===== src/rtl/dac_spi_rx.sv =====
// dac_spi_rx: SPI slave receiver for 16-bit DAC frames, oversampled on clk_in.
// Define DAC_SPI_RX_STATS_EN to build the frame_cnt / err_cnt statistics counters.
//   state | meaning
//   IDLE  | waiting for a sync_in falling edge
//   SHIFT | frame open, shifting bits on sclk rising edges
//   DONE  | 16 bits captured, waiting for sync_in to rise
module dac_spi_rx (
    input  logic        clk_in,
    input  logic        rst,
    input  logic        sclk_in,
    input  logic        sync_in,
    input  logic        din_in,
    output logic [15:0] rx_word,
    output logic [7:0]  rx_code,
    output logic        rx_valid,
    output logic        frame_err,
    output logic        busy,
    output logic [15:0] frame_cnt,
    output logic [7:0]  err_cnt
);

    typedef enum logic [1:0] {
        IDLE  = 2'd0,
        SHIFT = 2'd1,
        DONE  = 2'd2
    } state_t;

    state_t      state_q, state_d;
    logic [2:0]  sclk_pipe_q, sclk_pipe_d;
    logic [2:0]  sync_pipe_q, sync_pipe_d;
    logic [1:0]  din_pipe_q, din_pipe_d;
    logic [4:0]  bit_cnt_q, bit_cnt_d;
    logic [15:0] shift_q, shift_d;
    logic [15:0] rx_word_q, rx_word_d;
    logic        rx_valid_q, rx_valid_d;
    logic        frame_err_q, frame_err_d;
    logic        overrun_q, overrun_d;
    logic        init_q, init_d;
    logic        armed_q, armed_d;

    logic        sclk_r, sync_f, sync_r, din_s, last_bit;
    logic [15:0] shift_next;

    assign sclk_r     = sclk_pipe_q[1] & ~sclk_pipe_q[2];
    assign sync_f     = ~sync_pipe_q[1] & sync_pipe_q[2];
    assign sync_r     = sync_pipe_q[1] & ~sync_pipe_q[2];
    assign din_s      = din_pipe_q[1];
    assign last_bit   = (bit_cnt_q == 5'd15);
    assign shift_next = {shift_q[14:0], din_s};

    always_comb begin
        sclk_pipe_d = {sclk_pipe_q[1:0], sclk_in};
        sync_pipe_d = {sync_pipe_q[1:0], sync_in};
        din_pipe_d  = {din_pipe_q[0], din_in};
        state_d     = state_q;
        bit_cnt_d   = bit_cnt_q;
        shift_d     = shift_q;
        rx_word_d   = rx_word_q;
        rx_valid_d  = 1'b0;
        frame_err_d = 1'b0;
        overrun_d   = overrun_q;
        init_d      = 1'b1;
        // The sync synchronizer resets high, so its first real low sample looks
        // like a falling edge; only trust sync_f once sync_in has been seen high.
        armed_d     = armed_q | (init_q & sync_pipe_q[0]);

        case (state_q)
            IDLE: begin
                overrun_d = 1'b0;
                if (sync_f && armed_q) begin
                    state_d   = SHIFT;
                    bit_cnt_d = 5'd0;
                end
            end
            SHIFT: begin
                if (sclk_r) begin
                    shift_d   = shift_next;
                    bit_cnt_d = bit_cnt_q + 5'd1;
                    if (last_bit) begin
                        rx_word_d  = shift_next;
                        rx_valid_d = 1'b1;
                        state_d    = sync_r ? IDLE : DONE;
                    end else if (sync_r) begin
                        frame_err_d = 1'b1;
                        state_d     = IDLE;
                    end
                end else if (sync_r) begin
                    frame_err_d = 1'b1;
                    state_d     = IDLE;
                end
            end
            DONE: begin
                if (sclk_r) begin
                    overrun_d = 1'b1;
                end
                if (sync_r) begin
                    frame_err_d = overrun_q | sclk_r;
                    overrun_d   = 1'b0;
                    state_d     = IDLE;
                end
            end
            default: state_d = IDLE;
        endcase
    end

    always_ff @(posedge clk_in) begin
        if (!rst) begin
            state_q     <= IDLE;
            sclk_pipe_q <= 3'b000;
            sync_pipe_q <= 3'b111;
            din_pipe_q  <= 2'b00;
            bit_cnt_q   <= 5'd0;
            shift_q     <= 16'h0000;
            rx_word_q   <= 16'h0000;
            rx_valid_q  <= 1'b0;
            frame_err_q <= 1'b0;
            overrun_q   <= 1'b0;
            init_q      <= 1'b0;
            armed_q     <= 1'b0;
        end else begin
            state_q     <= state_d;
            sclk_pipe_q <= sclk_pipe_d;
            sync_pipe_q <= sync_pipe_d;
            din_pipe_q  <= din_pipe_d;
            bit_cnt_q   <= bit_cnt_d;
            shift_q     <= shift_d;
            rx_word_q   <= rx_word_d;
            rx_valid_q  <= rx_valid_d;
            frame_err_q <= frame_err_d;
            overrun_q   <= overrun_d;
            init_q      <= init_d;
            armed_q     <= armed_d;
        end
    end

    assign rx_word   = rx_word_q;
    assign rx_code   = rx_word_q[7:0];
    assign rx_valid  = rx_valid_q;
    assign frame_err = frame_err_q;
    assign busy      = (state_q == SHIFT) || (state_q == DONE);

`ifdef DAC_SPI_RX_STATS_EN
    logic [15:0] frame_cnt_q, frame_cnt_d;
    logic [7:0]  err_cnt_q, err_cnt_d;

    always_comb begin
        frame_cnt_d = frame_cnt_q + {15'd0, rx_valid_q};
        err_cnt_d   = err_cnt_q;
        if (frame_err_q && (err_cnt_q != 8'hFF)) begin
            err_cnt_d = err_cnt_q + 8'd1;
        end
    end

    always_ff @(posedge clk_in) begin
        if (!rst) begin
            frame_cnt_q <= 16'h0000;
            err_cnt_q   <= 8'h00;
        end else begin
            frame_cnt_q <= frame_cnt_d;
            err_cnt_q   <= err_cnt_d;
        end
    end

    assign frame_cnt = frame_cnt_q;
    assign err_cnt   = err_cnt_q;
`else
    assign frame_cnt = 16'h0000;
    assign err_cnt   = 8'h00;
`endif

endmodule


===== config.mk =====
export PLATFORM = sky130hd
export DESIGN_NAME = dac_spi_rx
export DESIGN_NICKNAME = d
export VERILOG_FILES = /design/src/rtl/dac_spi_rx.sv
export SDC_FILE = /design/constraint.sdc
export NUM_CORES = 1
export LEC_CHECK = 0
export CORE_UTILIZATION = 35
export DETAILED_ROUTE_END_ITERATION = 6
export HOLD_SLACK_MARGIN = 0.15
export PLACE_DENSITY_LB_ADDON = 0.25
export SYNTH_ARGS = -nofsm -noshare
export SYNTH_HDL_FRONTEND = slang
export SYNTH_SLANG_ARGS = --single-unit

===== constraint.sdc =====
create_clock -name clk_in -period 6.1 [get_ports clk_in]
set_clock_uncertainty 0.2 [all_clocks]
set_input_delay 0.61 -clock clk_in [delete_from_list [all_inputs] [get_ports clk_in]]
set_output_delay 0.61 -clock clk_in [all_outputs]
set_load 0.05 [all_outputs]

==> results by group <==
Final layout
  • Total Nets Final: between 200 and 300
  • Leading cell type in the layout, fill and taps excluded: sky130_fd_sc_hd__dfxtp_1
  • Highest-count cells in the layout ignoring fill and taps: sky130_fd_sc_hd__dfxtp_1 (51), sky130_fd_sc_hd__nand2_1 (33), sky130_fd_sc_hd__clkdlybuf4s50_1 (31)
  • Area Overhead vs Synth: 12.83%
  • Core occupancy in the finished layout: 41.31%
  • Count of filler cells inserted in the layout: between 500 and 600
  • Ant. Diodes: 0
  • Fraction of layout instances using a drive strength above 1: under 10%

Die
  • Placeable core area: 0.005991 sq mm
  • Starting Density: a little over a third
  • Top-level port count: 56
  • Rows: 28
  • Full die area: 0.006587 sq mm
  • Die outline height: approximately 81 um
  • Die width: 81.16 um

STA
  • Final setup fails: 0
  • Hold Slack: 239.2 ps
  • Maximum operating frequency: 368.2 MHz
  • Slew at the pin with the worst max-slew slack: 613.6 ps
  • Setup tns final: 0 ps
  • Max-slew violation total from the final report: 0
  • Final worst path period share: between 40% and 50%
  • Worst rel slew slack: 59.09%
  • Hold Vio Cnt, Final: 0
  • Final critical path time including I/O delays and setup: 2716 ps
  • Setup repair after global routing missed its margin: false

Setup path
  • Startpoint type of the worst setup path: register
  • Cell type group with the largest total delay on the critical path: buffers and inverters
  • CP Data Arrival Time: 1910 ps
  • Required time at the endpoint of the critical path: 5290 ps
  • Peak per-stage delay on the critical path: 800 ps
  • Worst setup path class: reg -> out
  • Critical-path cell list: inv_1 -> ha_1 -> clkdlybuf4s50_1
  • Worst-path cell with the longest stage delay: sky130_fd_sc_hd__clkdlybuf4s50_1
  • Maximum fanout encountered on the critical timing path: 4
  • Crit. End Element: output port
  • Buffers plus inverters on the worst setup path: 2

Global route
  • Pin count of the biggest net entering global routing: 27
  • Initial antenna violation count: 0
  • All-layer global routing usage: between 10 and 15%
  • Remaining global-route overflow: 0
  • Vias in the first global route: 1218
  • Wire length of the first global-routing pass: 5602 um

Detailed routing
  • Met3 wire len: 113 um
  • Number of violations reported at the end of detailed-routing iteration 0: 63
  • Wl on met1: 1719 um
  • Detailed-route vias per instance: 4.370
  • Detailed Routing Iterations Pass 1: 4
  • Detailed Route WL: 3449 um
  • DRC Markers: 0
  • Top Layer Used: met4
  • Average routed wire per standard cell: 10.81 um
  • Routed via count: between 1000 and 1500
  • DR WL met2: 1585 um
  • Antenna violation net count after detailed routing: 0

Clocking
  • CTS Buf Count: 5
  • Clock Sinks: 51
  • H-tree depth reported by CTS: 2
  • Clock latency at the later pin of the worst-skew pair: ~300 ps
  • Number of hold buffers added after cts: 0
  • Clock tree from TritonCTS: done
  • Clock-pin slew on the worst setup and hold paths: 90 ps
  • Clock Tree Root: sky130_fd_sc_hd__clkbuf_8
  • Number of setup buffers added after CTS: 0
  • Count of instances resized after the clock tree is built: 0
  • Number of buffers on the longest clock path: 2

Power
  • Peak supply drop: 0.0001452 V
  • Power density over the cells: approximately 250 mW/mm^2
  • Standby leakage power: approximately 0.93 nW

Synthesis
  • Count of distinct cell types in the synthesized netlist: 31
  • Register area share after synthesis: 46.55%
  • Ys flop type: sky130_fd_sc_hd__dfxtp_1
  • Register bit total from synthesis: 51
  • Mean area per synthesized cell: 9.792 sq um
  • Number of enable flip-flop cells after synthesis: 0
  • Synthesized cell area: around 0.0022 sq mm
  • Synthesized instance count: 224
  • Number of synthesis warnings: 0
  • Post-synthesis async set-or-reset flop share: 0%

Job
  • Max capacitance violation total: 0

Min path
  • Classification of the worst-slack hold path: reg -> reg

Placement
  • Port Buffer Count: 31
  • Placer congestion estimate: 0.8138
  • Half-perimeter wire length of the detailed placement result: ~2400 um

Run status
  • Run status: finished, final reports clean
[worst reg2reg max path: cells and delay by family (launching register included)]
kind            cells  cell delay [ps]
compound gates      1              230
fa+ha+maj           1              330
buf+inv             1               90
simple gates        2             1240
flops               1              360
[logic make-up after synthesis]
| group | Yosys count | share of synthesized area [%] |
|---|---|---|
| adders and majority gates | 6 | 3.423 |
| other | 1 | 0.1710 |
| DFF | 51 | 46.55 |
| muxes | 3 | 1.369 |
| buffers and inverters | 46 | 15.63 |
| and+or+nand+nor | 73 | 16.94 |
| AOI/OAI and AO/OA | 43 | 15.52 |
| xor gates and xnor gates | 1 | 0.3994 |
[per-stage QoR]
step                worst slack [ps]  power (mW)  instance area, sq um  instances
global route                    3307      0.6490                  2475        319
floorplan                       4134      0.4029                  2280        247
detailed placement              3573      0.3959                  2360        311
finish                          3384      0.6240                  2475        319
global placement                3637      0.3957                  2360        311
CTS                             3358      0.6338                  2475        319
[power by group]
group / switching [mW] / total (mW) / internal (mW)
Clock: 0.112 / 0.236 / 0.124
Sequential: 0.00167 / 0.338 / 0.336
Combinational: 0.0419 / 0.0504 / 0.00852
Total: 0.156 / 0.624 / 0.468
[synthesized netlist by cell type (4+ instances only)]
library cell | number | share of area [%]
sky130_fd_sc_hd__dfxtp_1 | 51 | 47
sky130_fd_sc_hd__a21boi_0 | 17 | 5.8
sky130_fd_sc_hd__buf_6 | 5 | 2.6
sky130_fd_sc_hd__nand2b_1 | 6 | 1.7
sky130_fd_sc_hd__nor2b_1 | 6 | 1.7
sky130_fd_sc_hd__a22o_1 | 16 | 6.4
sky130_fd_sc_hd__nand2_1 | 33 | 5.6
sky130_fd_sc_hd__a21oi_1 | 4 | 0.91
sky130_fd_sc_hd__clkbuf_1 | 4 | 0.68
sky130_fd_sc_hd__buf_4 | 32 | 11
sky130_fd_sc_hd__ha_1 | 6 | 3.4
sky130_fd_sc_hd__and2_1 | 10 | 2.9
[registers in the layout, indices dropped and copies added (netlist names)]
| signal | count |
|---|---|
| armed_q | 1 |
| bit_cnt_q | 5 |
| din_pipe_q | 2 |
| frame_err | 1 |
| init_q | 1 |
| overrun_q | 1 |
| rx_valid | 1 |
| rx_word | 16 |
| sclk_pipe_q | 3 |
| shift_q | 15 |
| state_q | 2 |
| sync_pipe_q | 3 |
[path summary, 6_finish.rpt]
check	from	end	slack, ps	cells after the start
worst max-delay path	state_q[0]	busy	3380	3
worst min register to register	din_pipe_q[0]	din_pipe_q[1]	240	1
worst min-delay path	din_pipe_q[0]	din_pipe_q[1]	240	1
worst max register to register	state_q[1]	rx_word[13]	3600	5
[routing by layer]
layer,global-route usage [%],vias to the layer above
met5,0,-
met4,4.286,0
met3,3.371,4
met2,18.15,27
met1,14.11,632
li1,-,731
[final cells by class]
type / instances / area [sq um] / area share [%]
sequential: 51 / 1021 / 41.25
multi-input combinational: 150 / 915.9 / 37.01
timing repair buffer: 32 / 317.8 / 12.84
tap: 75 / 93.84 / 3.792
clock buffer: 5 / 68.82 / 2.781
clock inverter: 3 / 46.29 / 1.871
inverter: 3 / 11.26 / 0.4550
Power figures use the tool's default switching activity.
